[src/rtl/arbiter_rr5_pkg.sv]
// Shared encodings for the five-port round-robin output arbiter.
package arbiter_rr5_pkg;

    localparam int NUM_PORTS = 5;

    typedef enum logic [5:0] {
        ST_IDLE = 6'b000001,
        ST_L    = 6'b000010,
        ST_N    = 6'b000100,
        ST_E    = 6'b001000,
        ST_W    = 6'b010000,
        ST_S    = 6'b100000
    } state_t;

    typedef enum logic [2:0] {
        P_L = 3'd0,
        P_N = 3'd1,
        P_E = 3'd2,
        P_W = 3'd3,
        P_S = 3'd4
    } port_e;

    localparam logic [4:0] XSEL_IDLE = 5'b00000;
    localparam logic [4:0] XSEL_N    = 5'b00001;
    localparam logic [4:0] XSEL_E    = 5'b00010;
    localparam logic [4:0] XSEL_W    = 5'b00100;
    localparam logic [4:0] XSEL_S    = 5'b01000;
    localparam logic [4:0] XSEL_L    = 5'b10000;

    function automatic state_t port_state(input port_e p);
        case (p)
            P_L:     port_state = ST_L;
            P_N:     port_state = ST_N;
            P_E:     port_state = ST_E;
            P_W:     port_state = ST_W;
            P_S:     port_state = ST_S;
            default: port_state = ST_IDLE;
        endcase
    endfunction

    function automatic logic [4:0] state_xsel(input state_t s);
        case (s)
            ST_L:    state_xsel = XSEL_L;
            ST_N:    state_xsel = XSEL_N;
            ST_E:    state_xsel = XSEL_E;
            ST_W:    state_xsel = XSEL_W;
            ST_S:    state_xsel = XSEL_S;
            default: state_xsel = XSEL_IDLE;
        endcase
    endfunction

endpackage

[src/rtl/arbiter_rr5.sv]
// Round-robin output-port arbiter with RTS/DCTS handshake toward the downstream router.
module arbiter_rr5
    import arbiter_rr5_pkg::*;
(
    input  logic       clk,
    input  logic       rst,
    input  logic       Req_N,
    input  logic       Req_E,
    input  logic       Req_W,
    input  logic       Req_S,
    input  logic       Req_L,
    input  logic       DCTS,
    output logic       Grant_N,
    output logic       Grant_E,
    output logic       Grant_W,
    output logic       Grant_S,
    output logic       Grant_L,
    output logic [4:0] Xbar_sel,
    output logic       RTS
);

    state_t                 state, state_nxt;
    logic                   rts_ff, rts_nxt;
    logic [NUM_PORTS-1:0]   req;
    logic [2:0]             idx;
    logic                   found;
    logic                   gnt;

    always_ff @(posedge clk) begin
        if (rst) begin
            state  <= ST_IDLE;
            rts_ff <= 1'b0;
        end else begin
            state  <= state_nxt;
            rts_ff <= rts_nxt;
        end
    end

    always_comb begin
        req        = '0;
        req[P_L]   = Req_L;
        req[P_N]   = Req_N;
        req[P_E]   = Req_E;
        req[P_W]   = Req_W;
        req[P_S]   = Req_S;
        state_nxt  = state;
        rts_nxt    = rts_ff;
        found      = 1'b0;
        idx        = P_L;

        if (rts_ff) begin
            if (DCTS)
                rts_nxt = 1'b0;
        end else begin
            // Search starts at the port after the current owner; IDLE and S both start at L.
            case (state)
                ST_L:    idx = P_N;
                ST_N:    idx = P_E;
                ST_E:    idx = P_W;
                ST_W:    idx = P_S;
                default: idx = P_L;
            endcase
            state_nxt = ST_IDLE;
            rts_nxt   = 1'b0;
            for (int k = 0; k < NUM_PORTS; k++) begin
                if (!found && req[idx]) begin
                    found     = 1'b1;
                    state_nxt = port_state(port_e'(idx));
                    rts_nxt   = 1'b1;
                end
                idx = (idx == 3'(NUM_PORTS - 1)) ? 3'd0 : idx + 3'd1;
            end
        end

        gnt      = rts_ff & DCTS;
        Grant_L  = gnt && (state == ST_L);
        Grant_N  = gnt && (state == ST_N);
        Grant_E  = gnt && (state == ST_E);
        Grant_W  = gnt && (state == ST_W);
        Grant_S  = gnt && (state == ST_S);
        Xbar_sel = state_xsel(state);
    end

    assign RTS = rts_ff;

endmodule

[config.mk]
export PLATFORM = sky130hd
export DESIGN_NAME = arbiter_rr5
export DESIGN_NICKNAME = d
export VERILOG_FILES = /design/src/rtl/arbiter_rr5_pkg.sv /design/src/rtl/arbiter_rr5.sv
export SDC_FILE = /design/constraint.sdc
export NUM_CORES = 1
export LEC_CHECK = 0
export CAP_MARGIN = 15
export CORE_MARGIN = 2
export CORE_UTILIZATION = 56
export CTS_CLUSTER_SIZE = 28
export DETAILED_ROUTE_END_ITERATION = 10
export MAX_ROUTING_LAYER = met4
export PLACE_DENSITY = 0.85
export SLEW_MARGIN = 20
export SYNTH_ARGS = -nofsm -noshare
export SYNTH_HDL_FRONTEND = slang
export SYNTH_SLANG_ARGS = --single-unit
[constraint.sdc]
create_clock -name clk -period 5.6 [get_ports clk]
set_clock_uncertainty 0.1 [all_clocks]
set_input_delay 1.68 -clock clk [delete_from_list [all_inputs] [get_ports clk]]
set_output_delay 1.68 -clock clk [all_outputs]
set_load 0.01 [all_outputs]
==> flow_summary.toml <==
[placement]
gp_congestion = 1.00
port_buffers = 18
dp_hpwl_microns = 3580

[finish]
area_growth_syn_to_layout_pct = 20.7
drive_gt1_frac = 0.172
n_fill_cell = 202
fin_nets = 242
diodes = 0

[detailed_routing]
avgRoutedWirePerCell_microns = 18.5
postRouteAntennaNets = 0
drt-vias-per-instance = 7.22
vias = 1811
drcViolationCount = 0
dr.pass1.iters = 7
finalWirelength_microns = 4640
drt_iter0_drc = 127

[yosys]
syn_inst = 198
yosysWarnings = 0
synthDistinctLibCells = 60
ys_ff_latch = 7
async_reset_ff_frac = 0
yosysTopAreaCell = "ha_1"
seq_area_frac_synth = 0.0973
synth_commonest_cells = "16 x nand2_1, 16 x nor2_1, 14 x a21oi_1"
netlist_area_sq_um = 1440
synthTopCellsByArea = "ha_1 10%, dfxtp_1 9.7%, a21oi_1 4.9%"
avgSynthCellArea_sq_um = 7.27
ys.flop_type = "dfxtp_1"
synth_nets = 218
synth_edf_count = 0
synth_top_area_frac = 0.104

[grt]
grt_use_met3 = 0.0246
grt_busiest_layer = "met2"
grt_use_met2 = 0.544
grt_pass1_wl_microns = 6910
grt-ovfl-total = 0
antenna_found_initial = 0
track_usage = 0.325
use_met1 = 0.406
grt_pass1_vias = 1520
grt_max_degree = 15

[clocking]
clkSinkCount = 7
htreeDepth = 1
cts_tree = "yes"
clk_latency_ns = 0.26
cts_buffers = 3
cts_root_buf = "clkbuf_4"
path_clk_slew_ns = 0.05
holdBufCountCts = 0
clockBufferDepth = 2

[timing]
final-hold-violation-count = 0
slew_violations = 0
max_freq_mhz = 188
setup_viol_count_final = 0
period_minus_slack_ns = 5.33
worstMarginPinSlew_ns = 0.708
finalCritPeriodShare = 0.951
slew_headroom = 0.524
holdWs_ns = 0.540

[setup_path]
r2r-end = "state[1]"
arrival_ns = 5.41
reg2reg_depth = 19
rr_startpoint = "state[4]"
endpoint_kind = "flip-flop"
rrSetupSlack_ns = 0.27
crit_type = "flip-flop to flip-flop"
start_kind = "flip-flop"
critPathRequiredTime_ns = 5.69
crit_path_max_fanout = 6

[min_path]
hp-start = "state[1]"
min_path_type = "flip-flop to flip-flop"
min_to = "state[1]"
min_path_cells = 2

[outcome]
status = "completed"

[power]
fin_total_pwr_w = 0.000557
ir_worst_vdd_mv = 0.250
leakagePower_nw = 0.635
power_density_nw_per_um2 = 321

[floorplan]
core_region_area_sq_um = 2450
design.die.area_sq_um = 2990
placementRows = 18
die_h_microns = 54.7
io_pins = 19
die_width_microns = 54.7
initial_core_util = 0.587

[job]
cap_violations = 0
## metrics by stage
step | worst slack, ns | TNS [ns] | utilization | instance area, sq um | instances
final | 0.275 | 0 | 0.708 | 1740 | 251
after global routing | -0.0349 | -0.0349 | 0.708 | 1740 | 251
after CTS | 0.193 | 0 | 0.683 | 1680 | 248
after detailed placement | 0.226 | 0 | 0.672 | 1650 | 244
after global placement | 0.504 | 0 | 0.672 | 1650 | 244
after floorplan | 0.617 | 0 | - | 1440 | 198
## per-layer routing
| metal | up-vias | wire length [microns] |
|---|---|---|
| met4 | 0 | 187 |
| met2 | 158 | 2210 |
| met3 | 35 | 461 |
| met5 | - | 0 |
| li1 | 813 | - |
| met1 | 805 | 1780 |
## cells by family (layout without fill, tap and decap cells)
group | Yosys count | after routing | share of synthesized area
and+or+nand+nor | 88 | 88 | 0.353
buffers and inverters | 18 | 41 | 0.0573
muxes | 3 | 3 | 0.0217
AOI/OAI and AO/OA | 68 | 68 | 0.349
adders and majority gates | 12 | 12 | 0.104
DFF | 7 | 7 | 0.0973
xor gates and xnor gates | 2 | 2 | 0.0174
## power breakdown
group          internal [W]  switching, W  leakage, nW  total [W]
Combinational      0.000167      0.000257        0.561   0.000424
Clock             0.0000273     0.0000208       0.0150  0.0000481
Sequential        0.0000599     0.0000255       0.0584  0.0000853
Total              0.000255      0.000303        0.635   0.000557
## how the worst max path moves through the flow
stage / from / end / slack, ns / cells past startpoint
floorplan: state[4] / state[0] / 0.62 / 18
global placement: state[4] / state[0] / 0.50 / 18
detailed placement: state[4] / state[0] / 0.23 / 18
CTS: state[4] / state[0] / 0.19 / 18
global route: state[4] / state[4] / -0.03 / 18
finish: state[4] / state[1] / 0.27 / 19
## registers in the layout, summed over array words and instances (netlist names)
name / cells
RTS: 1
state: 6
## cell usage in the layout (no fill, tap or decap), types with 6 or more instances in the layout
master and instances:
inv_1 9, ha_1 11, dfxtp_1 6, nand4_1 7, nand2_1 16, a21oi_1 14
nor3_1 7, nand3_1 9, buf_4 7, clkdlybuf4s50_1 18, nor2_1 16, o21ai_0 10
## repair_timing
| action | CTS | global route |
|---|---|---|
| resized for setup | 0 | 7 |
| setup buffers | 0 | 3 |
| endpoints found under the setup margin | 0 | 4 |
## worst max-delay path, stage by stage, from the launching register on
cell	delay (ns)
dfxtp_1	0.38
or4_4	0.60
a21o_4	0.24
inv_1	0.09
ha_1	0.18
ha_1	0.29
or2_1	0.34
a31o_2	0.26
a22oi_1	0.25
ha_1	0.25
nor2b_2	0.23
o31a_1	0.24
nor3_1	0.07
ha_1	0.38
o21bai_1	0.19
o211ai_1	0.24
a2111oi_4	0.45
buf_4	0.18
nand4_1	0.10
a31oi_1	0.18
## area by class of cell
cell class	instances	area (sq um)	share of cell area
Clock buffer	4	26.3	0.0151
Inverter	12	45.0	0.0259
Multi-Input combinational cell	173	1250	0.722
Sequential cell	7	141	0.0814
Tap cell	30	37.5	0.0216
Timing Repair Buffer	25	233	0.134
Power figures use the tool's default switching activity.
